## config.mk

```make
export PLATFORM = sky130hd
export DESIGN_NAME = io_bus_arbiter
export DESIGN_NICKNAME = d
export VERILOG_FILES = /design/src/rtl/io_bus_pkg.sv /design/src/rtl/rr_arbiter.sv /design/src/rtl/io_bus_arbiter.sv
export SDC_FILE = /design/constraint.sdc
export NUM_CORES = 1
export LEC_CHECK = 0
export ABC_AREA = 0
export CORE_MARGIN = 2
export CORE_UTILIZATION = 36
export CTS_CLUSTER_SIZE = 14
export DETAILED_ROUTE_END_ITERATION = 12
export PLACE_DENSITY = 0.87
export SLEW_MARGIN = 20
export SYNTH_ARGS = -nofsm -noshare
export SYNTH_HDL_FRONTEND = slang
export SYNTH_HIERARCHICAL = 1
export SYNTH_SLANG_ARGS = --single-unit
export TNS_END_PERCENT = 5
```

## constraint.sdc

```tcl
create_clock -name clk -period 4.43 [get_ports clk]
set_input_delay 0.886 -clock clk [delete_from_list [all_inputs] [get_ports clk]]
set_output_delay 0.886 -clock clk [all_outputs]
set_load 0.05 [all_outputs]
```

## src/rtl/io_bus_pkg.sv

```systemverilog
// Shared types and constants for the peripheral register-port arbiter.
//   arb_state_t : arbiter FSM states (IDLE = round robin, LOCKED = one owner)
//   IO_ADDR_W   : iosystem address width
//   IO_DATA_W   : iosystem data width
//   io_be_t     : byte-lane enable, same encoding as iosystem dwrite_en
package io_bus_pkg;

  localparam int IO_ADDR_W = 16;
  localparam int IO_DATA_W = 16;

  typedef logic [1:0] io_be_t;

  typedef enum logic {
    IDLE   = 1'b0,
    LOCKED = 1'b1
  } arb_state_t;

endpackage

```

## src/rtl/rr_arbiter.sv

```systemverilog
// Combinational round-robin picker.
//   req_i     : per-requester request vector
//   pointer_i : index holding highest priority this cycle
//   gnt_o     : one-hot grant (all zero when nothing requests)
//   winner_o  : index of the granted requester (0 when nothing requests)
module rr_arbiter #(
  parameter int N = 2,
  parameter int W = (N > 1) ? $clog2(N) : 1
) (
  input  logic [N-1:0] req_i,
  input  logic [W-1:0] pointer_i,
  output logic [N-1:0] gnt_o,
  output logic [W-1:0] winner_o
);

  // Scan N positions starting at the pointer; the first requester found wins.
  always_comb begin
    int   idx;
    logic found;
    gnt_o    = '0;
    winner_o = '0;
    found    = 1'b0;
    idx      = 0;
    for (int i = 0; i < N; i++) begin
      idx = int'(pointer_i) + i;
      if (idx >= N) idx = idx - N;
      if (!found && req_i[idx]) begin
        found      = 1'b1;
        gnt_o[idx] = 1'b1;
        winner_o   = W'(idx);
      end
    end
  end

endmodule

```

## src/rtl/io_bus_arbiter.sv

```systemverilog
// Shares the single iosystem register port between NUM_MASTERS requesters
// (m0 = CPU, m1 = debug/DMA) with round-robin arbitration, one access per
// cycle, and an optional bus lock for read-modify-write sequences.
//
// Ports
//   clk, reset         : clock (posedge), asynchronous active-low reset
//   m_req/m_we/m_lock  : per-master request, write flag, lock request
//   m_addr/m_wdata     : per-master 16-bit address / write data (packed)
//   m_be               : per-master 2-bit byte enables (packed)
//   m_gnt              : one-hot grant, the access is issued this cycle
//   m_rvalid, m_rdata  : one-hot read-return valid, shared read data
//   lock_abort         : one-cycle pulse when a lock is forcibly released
//   io_dread_addr/data : iosystem read port
//   io_dwrite_addr/data/en : iosystem write port
//   dbg_state          : current arbiter FSM state
//
// Handshake: a master raises m_req with we/lock/addr/wdata/be and holds them
// stable until it sees m_gnt high in the same cycle; the access is issued in
// that cycle. It may drop m_req before a grant to withdraw. Read data comes
// back as m_rvalid (one-hot) with m_rdata exactly one cycle after the grant;
// there is no backpressure on the return path.
module io_bus_arbiter
  import io_bus_pkg::*;
#(
  parameter int                   NUM_MASTERS     = 2,
  parameter int                   LOCK_MAX_CYCLES = 15,
  parameter logic [IO_ADDR_W-1:0] IDLE_ADDR       = 16'hFFFE
) (
  input  logic                           clk,
  input  logic                           reset,
  input  logic [NUM_MASTERS-1:0]         m_req,
  input  logic [NUM_MASTERS-1:0]         m_we,
  input  logic [NUM_MASTERS-1:0]         m_lock,
  input  logic [NUM_MASTERS*IO_ADDR_W-1:0] m_addr,
  input  logic [NUM_MASTERS*IO_DATA_W-1:0] m_wdata,
  input  logic [NUM_MASTERS*2-1:0]       m_be,
  output logic [NUM_MASTERS-1:0]         m_gnt,
  output logic [NUM_MASTERS-1:0]         m_rvalid,
  output logic [IO_DATA_W-1:0]           m_rdata,
  output logic                           lock_abort,
  output logic [IO_ADDR_W-1:0]           io_dread_addr,
  input  logic [IO_DATA_W-1:0]           io_dread_data,
  output logic [IO_ADDR_W-1:0]           io_dwrite_addr,
  output logic [IO_DATA_W-1:0]           io_dwrite_data,
  output io_be_t                         io_dwrite_en,
  output arb_state_t                     dbg_state
);

  localparam int         PTR_W     = (NUM_MASTERS > 1) ? $clog2(NUM_MASTERS) : 1;
  localparam logic [7:0] LOCK_LAST = 8'(LOCK_MAX_CYCLES - 1);
  localparam logic [PTR_W-1:0] PTR_MAX = PTR_W'(NUM_MASTERS - 1);

  arb_state_t             state_q;
  logic [PTR_W-1:0]       ptr_q;
  logic [PTR_W-1:0]       owner_q;
  logic [7:0]             count_q;
  logic                   lock_abort_q;
  logic [NUM_MASTERS-1:0] rvalid_q;
  logic [IO_DATA_W-1:0]   rdata_q;

  logic [NUM_MASTERS-1:0] owner_mask;
  logic [NUM_MASTERS-1:0] req_elig;
  logic [NUM_MASTERS-1:0] gnt_raw;
  logic [NUM_MASTERS-1:0] gnt;
  logic [PTR_W-1:0]       win;
  logic [PTR_W-1:0]       ptr_next;
  logic [PTR_W-1:0]       owner_next;
  logic                   any_gnt;
  logic                   win_we;
  logic                   win_lock;
  logic [IO_ADDR_W-1:0]   win_addr;
  logic [IO_DATA_W-1:0]   win_wdata;
  io_be_t                 win_be;

  assign owner_mask = {{(NUM_MASTERS-1){1'b0}}, 1'b1} << owner_q;

  // While locked, every master except the owner is masked out of arbitration.
  always_comb begin
    req_elig = m_req;
    if (state_q == LOCKED) req_elig = m_req & owner_mask;
  end

  rr_arbiter #(
    .N (NUM_MASTERS),
    .W (PTR_W)
  ) u_rr (
    .req_i     (req_elig),
    .pointer_i (ptr_q),
    .gnt_o     (gnt_raw),
    .winner_o  (win)
  );

  // Grants are held off combinationally during reset.
  assign gnt     = reset ? gnt_raw : '0;
  assign any_gnt = |gnt;

  assign win_we    = m_we[win];
  assign win_lock  = m_lock[win];
  assign win_addr  = m_addr[int'(win)*IO_ADDR_W +: IO_ADDR_W];
  assign win_wdata = m_wdata[int'(win)*IO_DATA_W +: IO_DATA_W];
  assign win_be    = m_be[int'(win)*2 +: 2];

  assign ptr_next   = (win == PTR_MAX) ? '0 : win + PTR_W'(1);
  assign owner_next = (owner_q == PTR_MAX) ? '0 : owner_q + PTR_W'(1);

  // Unused port of the pair is parked on IDLE_ADDR with enables low.
  always_comb begin
    io_dread_addr  = IDLE_ADDR;
    io_dwrite_addr = IDLE_ADDR;
    io_dwrite_data = '0;
    io_dwrite_en   = '0;
    if (any_gnt) begin
      io_dwrite_data = win_wdata;
      if (win_we) begin
        io_dwrite_addr = win_addr;
        io_dwrite_en   = win_be;
      end else begin
        io_dread_addr  = win_addr;
      end
    end
  end

  // Arbiter FSM, rr pointer, lock counter and the abort pulse.
  always_ff @(posedge clk or negedge reset) begin
    if (!reset) begin
      state_q      <= IDLE;
      ptr_q        <= '0;
      owner_q      <= '0;
      count_q      <= '0;
      lock_abort_q <= 1'b0;
    end else begin
      lock_abort_q <= 1'b0;
      if (any_gnt) ptr_q <= ptr_next;
      case (state_q)
        IDLE: begin
          if (any_gnt && win_lock) begin
            state_q <= LOCKED;
            owner_q <= win;
            count_q <= '0;
          end
        end
        LOCKED: begin
          count_q <= count_q + 8'd1;
          // A voluntary release wins over a timeout landing in the same cycle.
          if (!m_lock[owner_q]) begin
            state_q <= IDLE;
          end else if (count_q == LOCK_LAST) begin
            state_q      <= IDLE;
            lock_abort_q <= 1'b1;
            // Skip the owner so it cannot re-lock straight away.
            ptr_q        <= owner_next;
          end
        end
        default: state_q <= IDLE;
      endcase
    end
  end

  // Read-return pipeline: one stage, so back-to-back reads return back to back.
  always_ff @(posedge clk or negedge reset) begin
    if (!reset) begin
      rvalid_q <= '0;
      rdata_q  <= '0;
    end else begin
      rvalid_q <= (any_gnt && !win_we) ? gnt : '0;
      if (any_gnt && !win_we) rdata_q <= io_dread_data;
    end
  end

  assign m_gnt      = gnt;
  assign m_rvalid   = rvalid_q;
  assign m_rdata    = rdata_q;
  assign lock_abort = lock_abort_q;
  assign dbg_state  = state_q;

endmodule

```

# --- After elaboration in Yosys (flattened, before gate mapping) ---
# Index checks and enable logic that the tools add are counted.
word_totals:
  register_bits: 30
  inputBits: 92
  output_inout_bits: 72
  elab_cells: 87
op_classes:
  n_addsub: 6
  n_lt_le_gt_ge: 8
  n_eq_ne: 2
  n_shift: 4
  muxes: 48
  bitwise_logic: 3
  n_reduce_logical: 9
op_table:
  columns: ["cell", "n"]
  rows:
  - ["2-to-1 mux 16 bit", 5]
  - [">= comparator 32 x 1 -> 1 bit, second input constant", 2]
  - ["< comparator 32 x 3 -> 1 bit, second input constant", 2]
  - ["2-to-1 mux 32 bit", 2]
  - ["variable part select 32 x 6 -> 16 bit", 2]
  - [">= comparator 32 x 3 -> 1 bit, second input constant", 1]
  - ["subtractor 32 x 3 -> 32 bit, second input constant", 1]
  - ["2-to-1 mux 1 bit", 29]
  - ["one-hot mux 8 bit (2 select lines)", 1]
  - ["2-to-1 mux 2 bit", 7]
  - ["adder 8 x 1 -> 8 bit, second input constant", 1]
  - ["== test 8 x 4 -> 1 bit, second input constant", 1]
  - ["2-to-1 mux 8 bit", 1]
  - ["logical AND 1 bit", 5]
  - ["< comparator 1 x 2 -> 1 bit, second input constant", 2]
  - ["variable part select 4 x 3 -> 2 bit", 1]
  - ["subtractor 1 x 2 -> 3 bit, second input constant", 1]
  - ["adder 1 bit, second input constant", 2]
  - ["adder 1 x 1 -> 2 bit, second input constant", 1]
  - ["AND 2 bit", 1]
  - ["demux 1 bit (select 1 bit)", 2]
  - [">= comparator 1 x 2 -> 1 bit, second input constant", 1]
  - ["logical NOT 1 bit", 2]
  - ["inequality test 2 bit, second input constant", 1]
  - ["other kinds (6)", 6]

# --- Longest topological paths before layout ---
# Gate-level depths: netlist of run 1.
logic_depth:
  word_depth: 16
  ltp_mapped: 9
  ltp_nobuf: 6

# --- By module ---
# Netlist of run 1, hierarchy kept.
modules_own_cells:
  columns: ["module", "instances", "cells_each", "area_each_um2", "seq_area_each_um2"]
  rows:
  - ["io_bus_arbiter", 1, 208, 1995.7, 750.7]
  - ["rr_arbiter", 1, 4, 30.0, 0.0]

# --- Worst setup path before layout of run 1 ---
# No wires, ideal clock.
synth_timing:
  kind: "input to output"
  startpoint: "in m_req[1]"
  endpoint: "out io_dread_addr[0]"
  t_arrival_ps: 3013
  t_required_ps: 3544
  path_slack_ps: 531
  path_stages: 5
  path_buffers: 1
  path_cell_list: "a21boi_0 a21boi_1 buf_6 mux2_4 nor3_1"
synth_between:
  elab_chain_len: 13
  elab_cells_between_ends: 23
synth_rtl:
  columns: ["element", "line_no", "source"]
  rows:
  - ["start, declared", "io_bus_arbiter.sv:31", "input logic [NUM_MASTERS-1:0] m_req,"]
  - ["AND 2 bit", "io_bus_arbiter.sv:80", "if (state_q == LOCKED) req_elig = m_req & owner_mask;"]
  - ["2-to-1 mux 2 bit (*)", "io_bus_arbiter.sv:80", null]
  - ["2-to-1 mux 1 bit (not written as such) (3 in a row)", "rr_arbiter.sv:27", "if (!found && req_i[idx]) begin"]
  - ["2-to-1 mux 1 bit", "rr_arbiter.sv:27", null]
  - ["logical NOT 1 bit", "rr_arbiter.sv:27", null]
  - ["logical AND 1 bit", "rr_arbiter.sv:27", null]
  - ["2-to-1 mux 1 bit (*)", "rr_arbiter.sv:27", null]
  - ["net win", "io_bus_arbiter.sv:65", "logic [PTR_W-1:0] win;"]
  - ["branches (longest 2 deep; another with variable part select 32 x 6 -> 16 bit)", null, null]
  - ["2-to-1 mux 16 bit (*)", "io_bus_arbiter.sv:114", "if (win_we) begin"]
  - ["2-to-1 mux 16 bit (*)", "io_bus_arbiter.sv:112", "if (any_gnt) begin"]
  - ["end, declared", "io_bus_arbiter.sv:41", "output logic [IO_ADDR_W-1:0] io_dread_addr,"]
# Mark *: on every way through the listed nets, which the timed path passes. The select of a mux whose other input is x is not followed.

# --- Worst setup path after layout of run 1 ---
layout_timing:
  startpoint: "in m_req[0]"
  endpoint: "out io_dwrite_addr[8]"
layout_between:
  elab_cells_between_ends: 23
layout_rtl:
  columns: ["element", "line_no", "source"]
  rows:
  - ["AND 2 bit", "io_bus_arbiter.sv:80", null]
  - ["2-to-1 mux 2 bit (*)", "io_bus_arbiter.sv:80", null]
  - ["net req_elig[0]", "io_bus_arbiter.sv:62", "logic [NUM_MASTERS-1:0] req_elig;"]
  - ["2-to-1 mux 1 bit (not written as such) (3 in a row)", "rr_arbiter.sv:27", null]
  - ["2-to-1 mux 1 bit", "rr_arbiter.sv:27", null]
  - ["logical NOT 1 bit", "rr_arbiter.sv:27", null]
  - ["logical AND 1 bit", "rr_arbiter.sv:27", null]
  - ["2-to-1 mux 2 bit (*)", "rr_arbiter.sv:27", null]
  - ["net gnt_raw[0]", "io_bus_arbiter.sv:63", "logic [NUM_MASTERS-1:0] gnt_raw;"]
  - ["2-to-1 mux 2 bit (*)", "io_bus_arbiter.sv:94", "assign gnt = reset ? gnt_raw : '0;"]
  - ["OR reduction 2 bit (*)", "io_bus_arbiter.sv:95", "assign any_gnt = |gnt;"]
  - ["2-to-1 mux 16 bit (*)", "io_bus_arbiter.sv:112", null]
  - ["end, declared", "io_bus_arbiter.sv:43", "output logic [IO_ADDR_W-1:0] io_dwrite_addr,"]
# Mark *: on every way through the listed nets, which the timed path passes. The rest lies on a longest branch. The select of a mux whose other input is x is not followed.

==> results of run 1 <==
-- final cells by class --
type                    count  area, µm²
repair buffers            166       1787
fillers                   421       1543
multi-input cells         159       1162
flip-flops and latches     30      750.7
well taps                  72      90.09
clock buffers               6      82.58
inverters                  12      45.04
clock inverters             2      12.51
-- where the power goes --
group          total [mW]  internal [mW]  switching [mW]  leakage [nW]
Combinational        1.41          0.556           0.853          1.26
Clock               0.222          0.124          0.0973        0.0472
Sequential          0.503          0.393           0.110         0.373
Total                2.13           1.07            1.06          1.68
-- metal layers --
metal	wire length [µm]	vias to the layer above	track usage (%)
met1	2607	1007	22.69
met5	0	-	0
li1	-	1062	-
met2	3738	99	39.66
met3	466	12	5.795
met4	170	0	9.310
-- per-stage QoR --
step / hold slack [ns] / utilization [%] / power [mW] / instance area, µm² / worst slack [ns]
floorplan: 0.4702 / - / 1.383 / 2026 / 0.5314
global placement: 0.4690 / 70.07 / 1.881 / 3835 / 0.5128
detailed placement: 0.4767 / 70.07 / 1.916 / 3835 / 0.4219
CTS: 0.4924 / 71.81 / 2.147 / 3930 / 0.4239
global route: 0.5089 / 71.81 / 2.240 / 3930 / 0.1825
finish: 0.4879 / 71.81 / 2.134 / 3930 / 0.4086
-- cells in the final DEF, fill, tap and decap left out, types with 2 or more instances in the layout --
| master | instances |
|---|---|
| a21boi_0 | 2 |
| buf_12 | 21 |
| buf_4 | 34 |
| clkbuf_8 | 6 |
| clkdlybuf4s50_1 | 111 |
| dfrtp_1 | 30 |
| ha_1 | 2 |
| inv_1 | 11 |
| mux2_1 | 14 |
| mux2_2 | 3 |
| mux2i_1 | 40 |
| nand2_1 | 35 |
| nand2b_1 | 2 |
| nand3_1 | 3 |
| nand4_1 | 3 |
| nor2_1 | 21 |
| nor3_1 | 3 |
| o211ai_1 | 6 |
| o21ai_0 | 5 |
| or4_1 | 2 |
-- final timing paths --
path	start	to	slack [ns]	cells after the start
max	m_req[0]	io_dwrite_addr[8]	0.41	7
min	m_rdata[14]$_DFFE_PN0P_	m_rdata[14]$_DFFE_PN0P_	0.49	1
max reg2reg	dbg_state$_DFF_PN0_	m_rdata[0]$_DFFE_PN0P_	1.84	5
min reg2reg	m_rdata[14]$_DFFE_PN0P_	m_rdata[14]$_DFFE_PN0P_	0.49	1
max in group asynchronous	reset	count_q[6]$_DFFE_PN0P_	3.04	2
min in group asynchronous	reset	count_q[4]$_DFFE_PN0P_	1.11	2
-- logic make-up (layout without fill, tap and decap cells) --
kind of cell | after synthesis | in the layout
DFF | 30 | 30
buffers and inverters | 23 | 186
muxes | 58 | 58
AOI/OAI and AO/OA | 23 | 23
adders and majority gates | 2 | 2
and+or+nand+nor | 76 | 76
-- registers in the layout, indices dropped and copies added, names as in the netlist --
| register | count |
|---|---|
| count_q | 8 |
| dbg_state | 1 |
| lock_abort | 1 |
| m_rdata | 16 |
| m_rvalid | 2 |
| owner_q | 1 |
| ptr_q | 1 |
==> out/qor.yml, run 1 <==
finClkSkew_ns: 0.008692
cts_setup_buffers: 0
worstPathRequired_ns: 3.54
synthMuxAreaShare_pct: 29.96
synth_top_area_share_pct: 37.06
rsz0062_at_grt: "false"
first_iter_violations: 82
ir_drop_v: 0.0003702
cts_sinks: 30
synth_area_leader_cell: "dfrtp_1"
async_flop_share_pct: 100.0
syn_avg_cell_area_um2: 9.555
grt_util_all_layers_pct: 21.46
ys_seq_area_share_pct: 37.06
cts_buffer_depth: 2
cts_hold_buf: 0
hold_class: "reg -> reg"
cp_top_family: "compound AO/OA/AOI/OAI gates"
drt-total-wl_um: 6982
path_cells: "clkdlybuf4s50_1, a21boi_0, a21boi_2, o21ai_2, and2b_1, nand2_1, buf_4"
setup_viol: 0
die_w_um: 79.01
drv_cap: 0
start_kind: "input pin"
grt_pass1_vias: 2232
synth_top_family_by_area: "multiplexers"
synth_edf_count: 0
yosysUniqueCellTypes: 37
max_freq_mhz: 248.7
slowest_delay_ns: 0.55
max-slew-margin-rel_pct: 62.35
dp_hpwl_um: 5601
worstMarginPinSlew_ns: 0.5597
synth_top_flop_cell: "dfrtp_1"
slew_violations: 0
areaGrowthSynthToFinish_pct: 94.01
clk_pin_slew_ns: 0.06
syn_inst: 212
syn-num-nets: 306
vias_per_cell: 4.877
drive_above_1_share_pct: 19.20
synthAdderAreaFrac_pct: 1.235
crit_path_top_delay_cell: "and2b_1"
grt_max_degree: 37
cts_tree: "yes"
start_util_pct: 37.01
path_buf_inv: 2
antenna_found_initial: 0
clock_latency_ns: 0.28
finalCriticalPeriod_ns: 4.021
synth_area_leaders: "dfrtp_1 (37%), mux2i_1 (20%), mux2_1 (7.8%)"
place_congestion: 0.7880
worstPathArrival_ns: 3.14
cp-end-kind: "primary output"
synth_simple_gate_area_share_pct: 17.42
die_h_um: 79.01
wire_per_inst_um: 15.62
post-synth-top-count-cell: "mux2i_1"
drt.antenna.violating_nets: 0
drt-pass1-iter-count: 4
crit_type: "in -> out"
powerDensity_nw_per_um2: 543.1
route.detailed.drc: 0
critPathMaxFanout: 15
synth_area_um2: 2026
cts_made_buffers: 5
fin_nets: 468
vias: 2180
ctsRootBufferMaster: "clkbuf_8"
port_buffers: 163
tns_ns: 0
ys_warn_count: 6
placed_cells: 439
placementRows: 27
hold_viol_final: 0
pin_count: 164
run_status: "finished, final reports clean"
gr-total-overflow: 0
ys_seq_elements: 30
diodes: 0
min_period_over_period_pct: 90.78
design.die.area_um2: 6243
synth_xor_xnor_area_share_pct: 0
grt_pass1_wl_um: 10460
synth_compound_area_share_pct: 8.215
core_um2: 5473
leakage_nw: 1.676
ctsResizeCount: 0
synthTopCellsByCount: "mux2i_1 (40), nand2_1 (35), dfrtp_1 (30), nor2_1 (21), mux2_1 (14)"
htree_levels: 2
stdcell_count: 447
No activity file was read; power rests on OpenSTA's default activity.
==> inputs of run 2 (changes only) <==
CAP_MARGIN = 20   (was unset)
==> results of run 2 <==
Final layout, timing and power as in run 1 (identical DEF).
